### src/rtl/multicycle_ctrl_fsm.sv
// multicycle_ctrl_fsm: control FSM for the multicycle RV32I core, with optional
// ready-based memory handshake, optional mul/div path and a reset-only HALT state.
module multicycle_ctrl_fsm #(
   parameter bit MEM_HANDSHAKE = 1'b0,
   parameter bit ENABLE_M      = 1'b0,
   parameter bit ILLEGAL_HALTS = 1'b1
) (
   input  logic       clk,
   input  logic       resetn,
   input  logic [6:0] op,
   input  logic [2:0] funct3,
   input  logic [6:0] funct7,
   input  logic       mem_ready,
   input  logic       md_done,
   output logic       pc_write,
   output logic       ir_write,
   output logic       pc_src,
   output logic       reg_write,
   output logic       imm,
   output logic       mem_write,
   output logic       branch,
   output logic [1:0] adr_src,
   output logic [1:0] alu_op,
   output logic [2:0] alu_src_a,
   output logic [2:0] alu_src_b,
   output logic [2:0] result_src,
   output logic       mem_req,
   output logic       md_start,
   output logic       halted,
   output logic       illegal,
   output logic [4:0] state_o
);
   typedef enum logic [4:0] {
      FETCH, DECODE, MEMADR, MEMREAD, MEMWB, MEMWR, EXECUTER, EXECUTEI,
      MULDIV, ALUWB, JAL, JALR, BRANCH, AUIPC, LUI, HALT
   } state_e;

   localparam logic [6:0] OP_LOAD   = 7'b0000011;
   localparam logic [6:0] OP_STORE  = 7'b0100011;
   localparam logic [6:0] OP_R      = 7'b0110011;
   localparam logic [6:0] OP_I      = 7'b0010011;
   localparam logic [6:0] OP_JAL    = 7'b1101111;
   localparam logic [6:0] OP_JALR   = 7'b1100111;
   localparam logic [6:0] OP_BRANCH = 7'b1100011;
   localparam logic [6:0] OP_AUIPC  = 7'b0010111;
   localparam logic [6:0] OP_LUI    = 7'b0110111;
   localparam logic [6:0] OP_SYSTEM = 7'b1110011;
   localparam logic [6:0] F7_MULDIV = 7'b0000001;

   state_e state_q, state_d;
   logic   illegal_q, illegal_d;
   logic   from_md_q, from_md_d;
   logic   mem_done;
   logic   unused_funct3;

   assign unused_funct3 = ^funct3;
   assign mem_done      = !MEM_HANDSHAKE || mem_ready;
   assign from_md_d     = state_q == MULDIV;
   assign state_o       = state_q;
   assign illegal       = illegal_q;

   always_comb begin
      state_d   = state_q;
      illegal_d = illegal_q;
      case (state_q)
         FETCH:    state_d = mem_done ? DECODE : FETCH;
         DECODE: begin
            case (op)
               OP_LOAD, OP_STORE: state_d = MEMADR;
               OP_R:      state_d = (ENABLE_M && funct7 == F7_MULDIV) ? MULDIV : EXECUTER;
               OP_I:      state_d = EXECUTEI;
               OP_JAL:    state_d = JAL;
               OP_JALR:   state_d = JALR;
               OP_BRANCH: state_d = BRANCH;
               OP_AUIPC:  state_d = AUIPC;
               OP_LUI:    state_d = LUI;
               OP_SYSTEM: state_d = HALT;
               default: begin
                  state_d   = ILLEGAL_HALTS ? HALT : FETCH;
                  illegal_d = 1'b1;
               end
            endcase
         end
         MEMADR:   state_d = (op == OP_LOAD) ? MEMREAD : MEMWR;
         MEMREAD:  state_d = mem_done ? MEMWB : MEMREAD;
         MEMWR:    state_d = mem_done ? FETCH : MEMWR;
         MULDIV:   state_d = md_done ? ALUWB : MULDIV;
         MEMWB, ALUWB, JAL, BRANCH:            state_d = FETCH;
         EXECUTER, EXECUTEI, JALR, AUIPC, LUI: state_d = ALUWB;
         default:  state_d = HALT;
      endcase
   end

   // from_md_q doubles as "previous cycle was MULDIV": it gates the launch pulse
   // and selects the mul/div result in ALUWB.
   always_ff @(posedge clk) begin
      if (!resetn) begin
         state_q   <= FETCH;
         illegal_q <= 1'b0;
         from_md_q <= 1'b0;
      end else begin
         state_q   <= state_d;
         illegal_q <= illegal_d;
         from_md_q <= from_md_d;
      end
   end

   always_comb begin
      pc_write   = 1'b0;
      ir_write   = 1'b0;
      pc_src     = 1'b0;
      reg_write  = 1'b0;
      imm        = 1'b0;
      mem_write  = 1'b0;
      branch     = 1'b0;
      adr_src    = 2'b00;
      alu_op     = 2'b00;
      alu_src_a  = 3'b000;
      alu_src_b  = 3'b000;
      result_src = 3'b000;
      mem_req    = 1'b0;
      md_start   = 1'b0;
      halted     = 1'b0;
      case (state_q)
         FETCH: begin
            mem_req   = 1'b1;
            alu_src_b = 3'b001;
            ir_write  = mem_done;
            pc_write  = mem_done;
         end
         DECODE: begin
            alu_src_a = 3'b010;
            alu_src_b = 3'b010;
         end
         MEMADR: begin
            alu_src_a = 3'b001;
            alu_src_b = 3'b010;
         end
         MEMREAD: begin
            mem_req = 1'b1;
            adr_src = 2'b01;
         end
         MEMWR: begin
            mem_req   = 1'b1;
            mem_write = 1'b1;
            adr_src   = 2'b01;
         end
         MEMWB: begin
            reg_write  = 1'b1;
            result_src = 3'b001;
         end
         EXECUTER: begin
            alu_src_a = 3'b001;
            alu_op    = 2'b10;
         end
         EXECUTEI: begin
            alu_src_a = 3'b001;
            alu_src_b = 3'b010;
            alu_op    = 2'b10;
            imm       = 1'b1;
         end
         MULDIV:   md_start = !from_md_q;
         ALUWB: begin
            reg_write  = 1'b1;
            result_src = from_md_q ? 3'b011 : 3'b000;
         end
         JAL: begin
            alu_src_a  = 3'b010;
            alu_src_b  = 3'b001;
            pc_write   = 1'b1;
            pc_src     = 1'b1;
            reg_write  = 1'b1;
            result_src = 3'b010;
         end
         JALR: begin
            alu_src_a = 3'b010;
            alu_src_b = 3'b001;
            pc_write  = 1'b1;
            pc_src    = 1'b1;
            imm       = 1'b1;
         end
         BRANCH: begin
            alu_src_a = 3'b001;
            alu_op    = 2'b01;
            branch    = 1'b1;
            pc_src    = 1'b1;
         end
         AUIPC: begin
            alu_src_a = 3'b010;
            alu_src_b = 3'b010;
         end
         LUI: begin
            alu_src_a = 3'b011;
            alu_src_b = 3'b010;
         end
         HALT:     halted = 1'b1;
         default:  ;
      endcase
   end
endmodule

### config.mk
export PLATFORM = sky130hd
export DESIGN_NAME = multicycle_ctrl_fsm
export DESIGN_NICKNAME = d
export VERILOG_FILES = /design/src/rtl/multicycle_ctrl_fsm.sv
export SDC_FILE = /design/constraint.sdc
export NUM_CORES = 1
export LEC_CHECK = 0
export CAP_MARGIN = 20
export CORE_MARGIN = 2
export CORE_UTILIZATION = 37
export DETAILED_ROUTE_END_ITERATION = 16
export GPL_TIMING_DRIVEN = 0
export PLACE_DENSITY = 0.91
export SYNTH_ARGS = -nofsm -noshare
export SYNTH_HDL_FRONTEND = slang
export SYNTH_SLANG_ARGS = --single-unit
### constraint.sdc
create_clock -name clk -period 3.18 [get_ports clk]
set_input_delay 0.636 -clock clk [delete_from_list [all_inputs] [get_ports clk]]
set_output_delay 0.636 -clock clk [all_outputs]
set_load 0.02 [all_outputs]
==> summary.md <==
| Metric | Value |
|---|---|
| Setup_tns | `0 ps` |
| Maximum clock insertion buffer count | `2` |
| Design Area, Final | `approximately 0.0011 mm²` |
| Status | `complete, no violations` |
| Worst Hold Depth | `2` |
| Vias in the first global route | `774` |
| CTS root buf | `clkbuf_4` |
| Sequential power share | `12.0%` |
| Synth Cell Area | `712 µm²` |
| Final setup fails | `0` |
| ANT cells | `0` |
| First-pass GRT wire length | `3.17 mm` |
| H-tree levels | `1` |
| Avg Inst Size Synth | `6.41 µm²` |
| Max-slew headroom | `66.8%` |
| Drt wl/cell | `12.2 µm` |
| Clock-pin slew on the worst setup and hold paths | `roughly 60 ps` |
| Fmax achieved | `approximately 360 MHz` |
| Reg2Reg Capture Point | `state_o[3]` |
| Total detailed-routing wirelength | `~2.1 mm` |
| Fin util | `between 60% and 70%` |
| Initial DRC Count | `26` |
| Slew @ Worst Pin | `approximately 500 ps` |
| Data arrival, critical path | `2140 ps` |
| #FFs+latches synth | `6` |
| DR DRC count | `0` |
| MaxCap Viol Count | `0` |
| Final-report max-slew violation count | `0` |
| Commonest cells after routing, fill and taps aside | `clkdlybuf4s50_1, nor2_1, nand2_1` |
| Switch Pwr | `~0.57 mW` |
| Most common cell after layout, fill and taps aside | `clkdlybuf4s50_1` |
| Insertion delay to the later sink of the worst-skew pair | `around 260 ps` |
| Hold Buf Count CTS | `0` |
| R2r setup slk | `about 1700 ps` |
| WHS | `about 460 ps` |
| Mapped Cells | `~110` |
| Final cell count without fillers | `175` |
| Yosys top cell area share | `between 10% and 20%` |
| VDD IR max | `507 µV` |
| Core Box Area | `about 0.0018 mm²` |
| First drt pass iteration count | `4` |
| Initial core utilization | `between 40% and 50%` |
| CP Capture Type | `output port` |
| Setup bufs post-CTS | `0` |
| Final worst slack | `between 400 and 500 ps` |
| CTS tree | `done` |
| Switching Share | `50.8%` |
| Leak Pwr | `between 0.4 and 0.5 nW` |
| Worst flop-to-flop path startpoint | `state_o[0]` |
| Logic pwr share | `about four fifths` |
| Synth area leaders | `dfxtp_1, nor2_1, a21oi_1, nand2_1, buf_4` |
| Routability Congestion | `0.886` |
| DP HPWL | `about 1.7 mm` |
| Initial antenna violation count | `0` |
| Resize count post-CTS | `0` |
| Dpl cells | `172` |
| Antenna Nets Post-Route | `0` |
| Via count | `slightly above 900` |
| Crit share post-route | `87.3%` |
| Synth area leader | `dfxtp_1` |
| # IOs | `50` |
| PD cells | `1030 mW/mm²` |
| Final Skew | `between 15 and 20 ps` |
| Worst EP required | `between 2000 and 3000 ps` |
| Die footprint | `around 0.0023 mm²` |
| Clock share of power | `6.7%` |
| Internal | `0.555 mW` |
| RSZ-0062 raised after global routing | `no` |
| Sequential fraction of the synthesis area | `16.9%` |
| PortBufs | `32` |
| Synth unique cells | `36` |
| FP Rows | `15` |
| Layout area overhead | `54.7%` |
| CTS Buf Count | `3` |
| GRT overflow | `0` |
| Layout cell share with drive strength beyond 1 | `between 10% and 20%` |
| Synth warnings | `0` |
| Final Power | `approximately 1.1 mW` |
| Clock Sinks | `6` |
| R2R depth | `6` |
| Crit path kind | `reg -> out` |
| Fin crit period | `2780 ps` |
| WHS Endpoint | `illegal` |
| Die height | `between 40 and 50 µm` |
| Critical path launch point type | `flop` |
| Die span in x | `approximately 48 µm` |
| Placement Setup Slack | `approximately 700 ps` |
| Largest driver fanout on the critical path | `10` |
| Via/cell ratio | `around 5.2` |
| Worst min path class | `reg -> reg` |
| Hold_sp | `illegal` |
| Layout Nets | `about 170` |
| GR Util All Layers | `around a fifth` |
| DP Area | `~0.0011 mm²` |
| Largest net degree at the start of global routing | `11` |
| Final Hold Vio Count | `0` |
-- layout make-up --
class,count,area [µm²]
multi-input cells,91,503
flip-flops and latches,6,120
repair buffers,32,320
plain buffers,13,85.1
fillers,173,663
clock buffers,3,22.5
well taps,25,31.3
inverters,5,18.8
-- synthesized netlist by cell type, drive strengths merged --
master,number
buf,12
conb,1
or4,1
o22a,1
inv,5
a222oi,1
nand4bb,1
dfxtp,6
clkbuf,1
nor3,6
a31oi,1
a221oi,1
o31ai,2
o21a,2
o32ai,1
nand2,13
xnor2,1
o211ai,3
nor2b,2
nor4bb,1
nand2b,3
nor3b,1
mux2,1
or2,3
nand3b,1
o21ai,6
nand4b,1
o22ai,4
nor2,18
o31a,1
a21oi,10
-- worst max path at each step --
stage	from	to	slack, ps	depth (start not counted)
6_report	state_o[2]	pc_src	400	6
5_1_grt	state_o[2]	pc_src	320	6
4_1_cts	state_o[2]	pc_src	410	6
3_5_place_dp	state_o[2]	pc_src	700	6
3_3_place_gp	state_o[2]	pc_src	770	6
2_1_floorplan	state_o[0]	mem_req	880	5
-- worst max-delay path: stages, from the launching register on --
cell and delay, ps:
dfxtp_1 340, buf_2 210, buf_2 240, nand2_1 110, mux2_2 270, nor2_1 90, clkdlybuf4s50_1 610
-- cell families (layout without fill, tap and decap cells) --
family / count (synthesis) / count (layout) / synth area share, %
simple gates: 51 / 51 / 35.9
compound gates: 33 / 33 / 29.3
buf+inv: 18 / 53 / 14.6
flops: 6 / 6 / 16.9
other cells: 1 / 5 / 0.527
xor+xnor: 1 / 1 / 1.23
mux: 1 / 1 / 1.58
-- registers in the layout (all words and copies together) (netlist names) --
signal     count
illegal        1
state_o        4
from_md_q      1
-- power by group through the flow --
stage	Sequential (mW)	Combinational (mW)	Clock [mW]
final	0.136	0.917	0.0761
after global routing	0.139	0.994	0.0816
after CTS	0.135	0.916	0.0773
after detailed placement	0.136	0.914	0
after global placement	0.133	0.888	0
after floorplan	0.166	0.523	0
-- layer usage --
layer	global-route usage [%]	share of wire [%]
met2	35.5	51
met4	7.03	0.51
met3	6.04	6.3
met1	21.5	43
met5	0	0
No activity file was read; power rests on OpenSTA's default activity.
